--- src/rtl/cache_pkg.sv ---
// Shared types and constants for the split L1 and its next-level refill arbiter.
package cache_pkg;

    localparam int unsigned LINE_W   = 64;
    localparam int unsigned OFFSET_W = 3;

    typedef enum logic [1:0] {
        IDLE  = 2'd0,
        ISSUE = 2'd1,
        RESP  = 2'd2
    } arb_state_e;

    // Values double as bit indices into the {d, i} request/grant vectors.
    typedef enum logic {
        OWN_I = 1'b0,
        OWN_D = 1'b1
    } owner_e;

endpackage

--- src/rtl/rr_arb2.sv ---
// Two-requester round-robin picker. The prio flop names the side that wins a tie
// and flips to the other side whenever a grant is taken under update.
module rr_arb2 (
    input  logic       clk,
    input  logic       rst,
    input  logic [1:0] req,
    input  logic       update,
    output logic [1:0] gnt
);
    import cache_pkg::*;

    owner_e prio_q, prio_d;

    // Grant decode: a lone requester wins, a tie goes to prio.
    always_comb begin
        gnt = 2'b00;
        case (req)
            2'b01:   gnt = 2'b01;
            2'b10:   gnt = 2'b10;
            2'b11:   gnt = (prio_q == OWN_D) ? 2'b10 : 2'b01;
            default: gnt = 2'b00;
        endcase
    end

    // Priority moves to the loser of each accepted grant.
    always_comb begin
        prio_d = prio_q;
        if (update && (gnt != 2'b00)) begin
            prio_d = gnt[1] ? OWN_I : OWN_D;
        end
    end

    // Priority register; data side is favoured out of reset.
    always_ff @(posedge clk) begin
        if (rst) begin
            prio_q <= OWN_D;
        end else begin
            prio_q <= prio_d;
        end
    end

endmodule

--- src/rtl/l1_refill_arbiter.sv ---
// Shares the next-level memory port between the L1 instruction and data sides.
// One transaction at a time: IDLE picks a winner, ISSUE holds mem_req until ack
// or watchdog expiry, RESP pulses the owner's done with the captured line.
module l1_refill_arbiter #(
    parameter int unsigned ADDR_W  = 16,
    parameter int unsigned LINE_W  = cache_pkg::LINE_W,
    parameter int unsigned TIMEOUT = 255
) (
    input  logic              clk,
    input  logic              rst,
    input  logic              i_req,
    input  logic [ADDR_W-1:0] i_addr,
    output logic              i_done,
    output logic [LINE_W-1:0] i_rdata,
    input  logic              d_req,
    input  logic              d_we,
    input  logic [ADDR_W-1:0] d_addr,
    input  logic [LINE_W-1:0] d_wdata,
    output logic              d_done,
    output logic [LINE_W-1:0] d_rdata,
    output logic              mem_req,
    output logic              mem_we,
    output logic [ADDR_W-1:0] mem_addr,
    output logic [LINE_W-1:0] mem_wdata,
    input  logic              mem_ack,
    input  logic [LINE_W-1:0] mem_rdata,
    output logic              busy,
    output logic              err
);
    import cache_pkg::*;

    localparam int unsigned CNT_W = $clog2(TIMEOUT + 1);

    arb_state_e        state_q, state_d;
    owner_e            owner_q, owner_d;
    logic [ADDR_W-1:0] addr_q, addr_d;
    logic              we_q, we_d;
    logic [LINE_W-1:0] wdata_q, wdata_d;
    logic [LINE_W-1:0] line_q, line_d;
    logic [CNT_W-1:0]  cnt_q, cnt_d;
    logic              err_q, err_d;

    logic [1:0] gnt;
    logic       arb_update;

    // Requests are only looked at in IDLE, so prio advances only on real grants.
    assign arb_update = (state_q == IDLE);

    rr_arb2 u_rr_arb2 (
        .clk    (clk),
        .rst    (rst),
        .req    ({d_req, i_req}),
        .update (arb_update),
        .gnt    (gnt)
    );

    // Next-state: latch the winner in IDLE, run the ack watchdog in ISSUE.
    always_comb begin
        state_d = state_q;
        owner_d = owner_q;
        addr_d  = addr_q;
        we_d    = we_q;
        wdata_d = wdata_q;
        line_d  = line_q;
        cnt_d   = cnt_q;
        err_d   = err_q;
        case (state_q)
            IDLE: begin
                cnt_d = '0;
                if (gnt[1]) begin
                    owner_d = OWN_D;
                    addr_d  = {d_addr[ADDR_W-1:OFFSET_W], {OFFSET_W{1'b0}}};
                    we_d    = d_we;
                    wdata_d = d_wdata;
                    state_d = ISSUE;
                end else if (gnt[0]) begin
                    owner_d = OWN_I;
                    addr_d  = {i_addr[ADDR_W-1:OFFSET_W], {OFFSET_W{1'b0}}};
                    we_d    = 1'b0;
                    wdata_d = '0;
                    state_d = ISSUE;
                end
            end
            ISSUE: begin
                if (mem_ack) begin
                    // Writes return no data; keep the requester's view clean.
                    line_d  = we_q ? '0 : mem_rdata;
                    state_d = RESP;
                end else begin
                    cnt_d = cnt_q + CNT_W'(1);
                    if (cnt_d == CNT_W'(TIMEOUT)) begin
                        err_d   = 1'b1;
                        line_d  = '0;
                        state_d = RESP;
                    end
                end
            end
            RESP: begin
                cnt_d   = '0;
                state_d = IDLE;
            end
            default: begin
                state_d = IDLE;
            end
        endcase
    end

    // State and latched-transaction registers, synchronous reset.
    always_ff @(posedge clk) begin
        if (rst) begin
            state_q <= IDLE;
            owner_q <= OWN_I;
            addr_q  <= '0;
            we_q    <= 1'b0;
            wdata_q <= '0;
            line_q  <= '0;
            cnt_q   <= '0;
            err_q   <= 1'b0;
        end else begin
            state_q <= state_d;
            owner_q <= owner_d;
            addr_q  <= addr_d;
            we_q    <= we_d;
            wdata_q <= wdata_d;
            line_q  <= line_d;
            cnt_q   <= cnt_d;
            err_q   <= err_d;
        end
    end

    // Outputs decode from registered state only; data buses are zero when not in use.
    always_comb begin
        mem_req   = (state_q == ISSUE);
        mem_we    = mem_req & we_q;
        mem_addr  = mem_req ? addr_q : '0;
        mem_wdata = mem_req ? wdata_q : '0;
        i_done    = (state_q == RESP) && (owner_q == OWN_I);
        d_done    = (state_q == RESP) && (owner_q == OWN_D);
        i_rdata   = i_done ? line_q : '0;
        d_rdata   = d_done ? line_q : '0;
        busy      = (state_q != IDLE);
        err       = err_q;
    end

endmodule

--- config.mk ---
export PLATFORM = sky130hd
export DESIGN_NAME = l1_refill_arbiter
export DESIGN_NICKNAME = d
export VERILOG_FILES = /design/src/rtl/cache_pkg.sv /design/src/rtl/rr_arb2.sv /design/src/rtl/l1_refill_arbiter.sv
export SDC_FILE = /design/constraint.sdc
export NUM_CORES = 1
export LEC_CHECK = 0
export CORE_MARGIN = 2
export CORE_UTILIZATION = 35
export DETAILED_ROUTE_END_ITERATION = 8
export MAX_ROUTING_LAYER = met4
export PLACE_DENSITY_LB_ADDON = 0.08
export SLEW_MARGIN = 10
export SYNTH_ARGS = -nofsm -noshare
export SYNTH_HDL_FRONTEND = slang
export SYNTH_HIERARCHICAL = 1
export SYNTH_SLANG_ARGS = --single-unit
export TNS_END_PERCENT = 20
--- constraint.sdc ---
create_clock -name clk -period 1.8 [get_ports clk]
set_input_delay 0.54 -clock clk [delete_from_list [all_inputs] [get_ports clk]]
set_output_delay 0.54 -clock clk [all_outputs]
set_load 0.01 [all_outputs]
# Yosys cells after proc, flatten, opt, wreduce, memory -nomap -nowiden
# Cells that the tools add are included.
dict set report word_totals {
  elab_cells 60
  register_bits 158
  out_inout_bits 214
  in_bits 166
}
dict set report op_classes {
  muxes 24
  eq_ne 9
  n_reduce_logical 14
  bitwise_logic 3
  n_addsub 1
}
# operator n
set ops {}
lappend ops {{two-way mux 64 bit} 8}
lappend ops {{two-way mux 16 bit} 3}
lappend ops {{case mux 8 bit (2 select lines)} 1}
lappend ops {{two-way mux 2 bit} 5}
lappend ops {{adder 8 x 1 -> 8 bit (second input constant)} 1}
lappend ops {{equality test 8 bit (second input constant)} 1}
lappend ops {{two-way mux 8 bit} 1}
lappend ops {{AND reduction 2 bit} 4}
lappend ops {{nonzero test 2 bit} 4}
lappend ops {{equality test 2 bit (second input constant)} 3}
lappend ops {{case mux 2 bit (3 select lines)} 1}
lappend ops {{equality test 2 x 1 -> 1 bit (second input constant)} 2}
lappend ops {{two-way mux 1 bit} 4}
lappend ops {{case mux 2 bit (2 select lines)} 1}
lappend ops {{logical AND 1 bit} 3}
lappend ops {{!= test 3 x 1 -> 1 bit (second input constant)} 1}
lappend ops {{!= test 3 bit (second input constant)} 1}
lappend ops {{AND reduction 3 bit} 1}
lappend ops {{zero test 2 bit} 1}
lappend ops {{!= test 2 bit (second input constant)} 1}
lappend ops {{inverter 1 bit} 2}
lappend ops {{OR reduction 2 bit} 1}
lappend ops {{AND 1 bit} 1}

# Depth between registers and ports, before layout
# Gate-level depths: netlist (run 1).
dict set report logic_depth {
  word_depth 5
  ltp_mapped 8
  ltp_nobuf 6
}

# Modules after synthesis
# The synthesis (run 1) kept the hierarchy.
# mod seq_area_each_um2 cells_each area_each_um2 n_inst
set modules_own_cells {}
lappend modules_own_cells {l1_refill_arbiter 3083.0 941 7632.3 1}
lappend modules_own_cells {rr_arb2 20.0 7 61.3 1}

# Worst setup path after synthesis (run 1)
# No wires, ideal clock.
dict set report synth_timing {
  kind {in2reg}
  startpoint {input port d_req}
  endpoint {register wdata_q[0]}
  required_ns 1.672
  arrival_time_ns 1.718
  setup_slack_ns -0.046
  n_path_buf 3
  setup_time_ns 0.128
  path_stages 7
  cell_sequence {a21boi_0 clkbuf_1 o21ai_0 buf_2 buf_1 a22oi_1 nor2_1}
}
dict set report synth_via {
  elab_chain_len 4
  elab_cells_between_ends 7
  cone_classes {eq/ne (3); mux (2); reduce/logical (2)}
}
# item line_no
set synth_rtl {}
lappend synth_rtl {{start, declared} l1_refill_arbiter.sv:15} ;# input logic d_req,
lappend synth_rtl {{equality test 2 bit / equality test 2 x 1 -> 1 bit (equally long branches)} rr_arb2.sv:17} ;# case (req)
lappend synth_rtl {{case mux 2 bit (3 select lines) (*)} rr_arb2.sv:17}
lappend synth_rtl {{nonzero test 2 bit (no source line)} --}
lappend synth_rtl {{AND reduction 2 bit (no source line)} --}
lappend synth_rtl {{end signal, assigned} l1_refill_arbiter.sv:124} ;# wdata_q <= wdata_d;
lappend synth_rtl {{end, declared} l1_refill_arbiter.sv:38} ;# logic [LINE_W-1:0] wdata_q, wdata_d;
# Every way passes the cells marked *; elsewhere a longest branch is shown, timed or not.
# A chain may end at the register's enable or synchronous reset.

# Worst setup path after layout (run 1)
dict set report layout_timing {
  startpoint {register state_q[1]}
  endpoint {output port i_rdata[13]}
}
dict set report layout_via {
  elab_chain_len 3
}
# item line_no
set layout_rtl {}
lappend layout_rtl {{start, declared} l1_refill_arbiter.sv:34} ;# arb_state_e state_q, state_d;
lappend layout_rtl {{start signal, assigned} l1_refill_arbiter.sv:120} ;# state_q <= state_d;
lappend layout_rtl {{equality test 2 bit} l1_refill_arbiter.sv:137} ;# i_done = (state_q == RESP) && (owner_q == OWN_I);
lappend layout_rtl {{logical AND 1 bit} l1_refill_arbiter.sv:137}
lappend layout_rtl {{two-way mux 64 bit} l1_refill_arbiter.sv:139} ;# i_rdata = i_done ? line_q : '0;
lappend layout_rtl {{end, declared} l1_refill_arbiter.sv:14} ;# output logic [LINE_W-1:0] i_rdata,
# No other way between the ends.

==> results.json, run 1 <==
{
  "dr.pass1.iters": 5,
  "finalCriticalPeriod_ps": 2230,
  "setup_viol": 210,
  "place_congestion": 0.787,
  "antenna_left": 0,
  "numPortBuffers": 370,
  "postCtsHoldBufs": 0,
  "power.share.switching_pct": 29.1,
  "wire_per_inst_um": 17.7,
  "clkPwrFrac_pct": 37.0,
  "cp.required_ps": 1260,
  "die_area_mm2": 0.0232,
  "synth-seq-cells": 155,
  "area_delta_synth_final_pct": 65.3,
  "cp_common_cell": "buf_6",
  "drv_slew": 0,
  "clock_sinks": 155,
  "status": "finished, violations left",
  "holdWs_ps": 393,
  "synthMostInstantiatedCell": "and2_1",
  "end_kind": "output port",
  "start_util_pct": 35.5,
  "critPathBufInv": 4,
  "path_delay_family": "buffers and inverters",
  "cp_max_fo": 8,
  "chipHeight_um": 152,
  "violations": "negative setup slack",
  "ys_top_cells_by_area": "dfxtp_1, and2_1, o41ai_1",
  "p_per_area_mw_per_mm2": 758,
  "seqPwrFrac_pct": 40.8,
  "synth_edf_count": 0,
  "hold_class": "input pin to flop",
  "drc": 0,
  "postLayoutCellArea_mm2": 0.0127,
  "hpwlAfterDp_mm": 18.1,
  "grt_overflow": 0,
  "intPower_mw": 6.84,
  "yosys_warnings": 6,
  "dpl_cell_area_mm2": 0.0119,
  "cp_slowest_cell": "dfxtp_4",
  "num_vias": 8157,
  "yosysTopAreaCellShare_pct": 40.3,
  "power_frac_comb_pct": 22.2,
  "ys_seq_area_share_pct": 40.3,
  "viasPerCell": 5.05,
  "grt_pass1_wl_mm": 42.6,
  "netlist_top_cells_count": "and2_1, dfxtp_1, nor2_1",
  "cts_buffer_depth": 2,
  "avgSynthCellArea_um2": 8.12,
  "drtIter0Drc": 396,
  "slowest_delay_ps": 370,
  "wirelength_mm": 28.6,
  "die_x_um": 152,
  "top_layer": "met4",
  "syn-cell-area_mm2": 0.00769,
  "drive_gt1_share_pct": 30.7,
  "tritoncts": "done",
  "grt_antenna_before_repair": 2,
  "yosys.area.top_type": "dfxtp_1",
  "fin_nets": 1489,
  "hold_viol": 0,
  "ys.flop_type": "dfxtp_1",
  "met3WireLength_mm": 2.32,
  "power.switching_mw": 2.81,
  "synthArstFlopShare_pct": 0,
  "cp_cell_sequence": "nor3b_4 -> buf_6 -> buf_12 -> buf_6 -> and2_4 -> buf_6",
  "final_util_pct": 58.7,
  "path_class": "flop to output port",
  "h-tree-depth": 4,
  "wl_met1_mm": 11.8,
  "synthCells": 948,
  "critical_path.startpoint_type": "flop",
  "cts_buffers": 17,
  "cts-root-buf": "clkbuf_16",
  "clk_transition_reported_paths_ps": 60,
  "grt_usage_pct": 23.7,
  "worstSkewPairLatency_ps": 430,
  "synthDistinctLibCells": 38,
  "core-area_mm2": 0.0217,
  "dp_worst_setup_slack_ps": -390,
  "leakage_nw": 5.53,
  "crit_arrival_ps": 1690,
  "total_power_mw": 9.64,
  "io_pins": 380,
  "wl_met2_mm": 14.0,
  "grt_max_degree": 61,
  "fmax_mhz": 448,
  "cap_violations": 0,
  "vdd_drop_max_v": 0.000608,
  "rows": 54,
  "grt_pass1_vias": 7690,
  "rsz0062_at_grt": "true",
  "setup_ws_ps": -433,
  "finalClockSkew_ps": 14.3,
  "fin_crit_sh_pct": 124
}
[cell families after synthesis]
kind of cell	share of synthesized area (%)
flip-flops	40.3
XOR/XNOR	1.14
adder cells (fa/ha/maj)	0.325
AND/OR/NAND/NOR	27.3
AO/OA/AOI/OAI	20.3
other	0.0487
multiplexers	1.69
buffers and inverters	8.85
[flip-flops by register name (all words and copies together), names as in the netlist]
register	cells
addr_q	13
cnt_q	8
err	1
line_q	64
owner_q	1
state_q	2
u_rr_arb2/prio_q	1
wdata_q	64
we_q	1
[area by class of cell]
type | instances | area, um2
tap | 280 | 350
antenna | 2 | 5.00
sequential | 155 | 3120
timing repair buffer | 448 | 4270
clock inverter | 15 | 151
fill | 2058 | 8970
inverter | 69 | 259
multi-input combinational | 630 | 4150
clock buffer | 17 | 425
[metrics by stage]
| stage | TNS [ps] | cells |
|---|---|---|
| final | -72560 | 1616 |
| after global routing | -88170 | 1616 |
| after CTS | -90410 | 1608 |
| after detailed placement | -90820 | 1553 |
| after global placement | -89890 | 1553 |
| after floorplan | 0 | 950 |
[power by group through the flow]
stage	Clock [mW]	Combinational [mW]	Sequential [mW]
2_1_floorplan	0	0.973	3.92
3_3_place_gp	0	1.84	3.98
3_5_place_dp	0	1.86	3.99
4_1_cts	3.67	2.05	3.92
5_1_grt	3.83	2.34	3.97
6_report	3.57	2.14	3.93
[worst register-to-register path: stages (launching register included)]
cell and delay (ps):
dfxtp_1 420, and3_4 240, nand3_1 90, xor2_1 170, nor3_4 280, buf_12 260, o41ai_1 140
[timing repair]
item / in CTS / in global routing
setup endpoints to repair: 218 / 301
resized for setup: 655 / 360
cloned: 9 / 6
buffers inserted: 14 / 3
pin swaps: 33 / 41
[worst paths after layout]
path | startpoint | to | slack [ps] | cells after the start
setup / recovery | state_q[1]$_SDFFE_PP0P_ | i_rdata[13] | -430 | 6
hold / removal | rst | state_q[1]$_SDFFE_PP0P_ | 390 | 3
setup reg to reg | cnt_q[4]$_SDFFE_PP0P_ | line_q[33]$_SDFFE_PP0P_ | 70 | 6
hold reg to reg | err$_SDFFE_PP0P_ | err$_SDFFE_PP0P_ | 470 | 1
[metal layers]
layer	GRT usage, %	vias up
met3	7.76	32
met2	38.8	313
met1	27.8	3806
met4	7.43	0
li1	-	4006
met5	-	-
[cell usage in the layout, fill, tap and decap left out, types with 2 or more instances in the layout]
master / netlist / routed
mux2i_1: 13 / 13
buf_6: 4 / 77
dfxtp_4: 0 / 2
dfxtp_1: 155 / 149
xor2_1: 7 / 7
inv_6: 0 / 7
a21oi_1: 66 / 66
dlymetal6s2s_1: 0 / 2
clkdlybuf4s50_1: 0 / 157
nor3_1: 65 / 65
a22oi_1: 65 / 65
nor2_1: 91 / 91
nand2_1: 7 / 7
clkinv_2: 0 / 2
buf_4: 3 / 45
diode_2: 0 / 2
xnor2_1: 3 / 2
inv_8: 0 / 3
clkbuf_2: 0 / 17
o41ai_1: 63 / 63
buf_16: 0 / 7
and2_4: 0 / 67
buf_2: 16 / 112
inv_1: 69 / 69
and2_1: 207 / 139
buf_12: 0 / 21
nand3_1: 2 / 2
nand4_1: 4 / 4
conb_1: 1 / 3
a211oi_1: 14 / 14
dfxtp_2: 0 / 4
buf_8: 0 / 3
clkbuf_16: 0 / 23
(Power assumes the default switching activity.)
==> run 2: changes to the inputs <==
- RECOVER_POWER: not set -> 100
==> results.json, run 2 (same netlist as run 1, synthesis figures left out) <==
{
  "postLayoutCellArea_mm2": 0.0127,
  "final_cell_mix": "clkdlybuf4s50_1, dfxtp_1, and2_1, buf_2, nor2_1",
  "grt_pass1_vias": 7690,
  "numPortBuffers": 370,
  "antenna_left": 0,
  "layout_commonest_cell": "clkdlybuf4s50_1",
  "drtIter0Drc": 363,
  "io_pins": 380,
  "chipHeight_um": 152,
  "postCtsHoldBufs": 0,
  "drc": 0,
  "fin_nets": 1489,
  "hpwlAfterDp_mm": 18.1,
  "rows": 54,
  "worstSkewPairLatency_ps": 430,
  "wire_per_inst_um": 17.7,
  "start_util_pct": 35.5,
  "setup.worst_path.end": "i_rdata[13]",
  "grt_pass1_wl_mm": 42.6,
  "cap_violations": 0,
  "place_congestion": 0.787,
  "layout.cells.non_filler": 1616,
  "dpl_cell_area_mm2": 0.0119,
  "cts_buffer_depth": 2,
  "grt_max_degree": 61,
  "rsz0062_at_grt": "true",
  "cts_buffers": 17,
  "crit_arrival_ps": 1690,
  "finalCriticalPeriod_ps": 2230,
  "crit_path_start": "state_q[1]$_SDFFE_PP0P_",
  "cp_max_fo": 8,
  "r2r_end": "line_q[33]$_SDFFE_PP0P_",
  "cts-root-buf": "clkbuf_16",
  "reg2reg_from": "cnt_q[0]$_SDFFE_PP0P_",
  "path_class": "flop to output port",
  "fmax_mhz": 448,
  "status": "finished, violations left",
  "wirelength_mm": 28.6,
  "dr.pass1.iters": 5,
  "hold_viol": 0,
  "die_area_mm2": 0.0232,
  "fin_tns_setup_ps": -72900,
  "reg2regPathDepth": 7,
  "fin_crit_sh_pct": 124,
  "drv_slew": 0,
  "top_regs": "line_q (64), wdata_q (64), addr_q (13)",
  "drive_gt1_share_pct": 30.2,
  "cp.required_ps": 1260,
  "end_kind": "output port",
  "dp_cells": 1553,
  "grt_overflow": 0,
  "dp_worst_setup_slack_ps": -390,
  "holdWs_ps": 392,
  "clk_transition_reported_paths_ps": 60,
  "vdd_drop_max_v": 0.000609,
  "critical_path.startpoint_type": "flop",
  "core-area_mm2": 0.0217,
  "ff2ff_setup_slack_ps": -40,
  "tritoncts": "done",
  "h-tree-depth": 4,
  "die_x_um": 152,
  "leakage_nw": 5.49,
  "total_power_mw": 9.63,
  "num_vias": 8139,
  "setup_ws_ps": -433,
  "clock_sinks": 155,
  "setup_viol": 232,
  "finalClockSkew_ps": 14.5,
  "p_per_area_mw_per_mm2": 759,
  "hold_class": "input pin to flop",
  "area_delta_synth_final_pct": 65.0,
  "violations": "negative setup slack",
  "grt_antenna_before_repair": 2,
  "grt_usage_pct": 23.7,
  "final_util_pct": 58.5,
  "viasPerCell": 5.04
}
## run 2: critical path, stage by stage (launching register included)
cell and delay, ps:
dfxtp_4 370, nor3b_4 220, buf_6 190, buf_12 160, buf_6 100, and2_4 130
buf_6 90
## run 2: area by class of cell
cell class,count,area [um2]
clock inverters,15,151
fillers,2066,8990
well taps,280,350
clock buffers,17,425
repair buffers,448,4250
flip-flops and latches,155,3110
inverters,69,259
multi-input cells,630,4140
diodes,2,5.00
## run 2: per-layer routing
metal  GRT usage, %  vias to the layer above  part of all wire [%]
met5              -                        -                     0
met4           7.43                        0                   1.8
met3           7.76                       32                   8.1
met2           38.8                      316                    48
met1           27.8                     3787                    42
li1               -                     4004                     -
## run 2: what timing repair did
item	4_1_cts	5_1_grt
pin swaps	33	41
setup buffers	14	3
resized for setup	655	360
gates cloned	9	6
setup endpoints to repair	218	301
## run 2: worst min-delay path by stage
stage,startpoint,endpoint,slack (ps),cells after the start
finish,rst,state_q[1]$_SDFFE_PP0P_,390,3
global route,rst,state_q[1]$_SDFFE_PP0P_,400,3
CTS,rst,state_q[1]$_SDFFE_PP0P_,380,3
detailed placement,err$_SDFFE_PP0P_,err$_SDFFE_PP0P_,470,1
global placement,err$_SDFFE_PP0P_,err$_SDFFE_PP0P_,460,1
floorplan,line_q[25]$_SDFFE_PP0P_,line_q[25]$_SDFFE_PP0P_,460,2
## run 2: power by group
part	switching (mW)	internal, mW
registers	0.197	3.73
logic	1.00	1.13
clock network	1.60	1.96
==> run 3: changes to the inputs <==
- SLEW_MARGIN: 10 -> 20
==> results of run 3 <==
No change in the layout: final DEF, timing and power equal those of run 2.
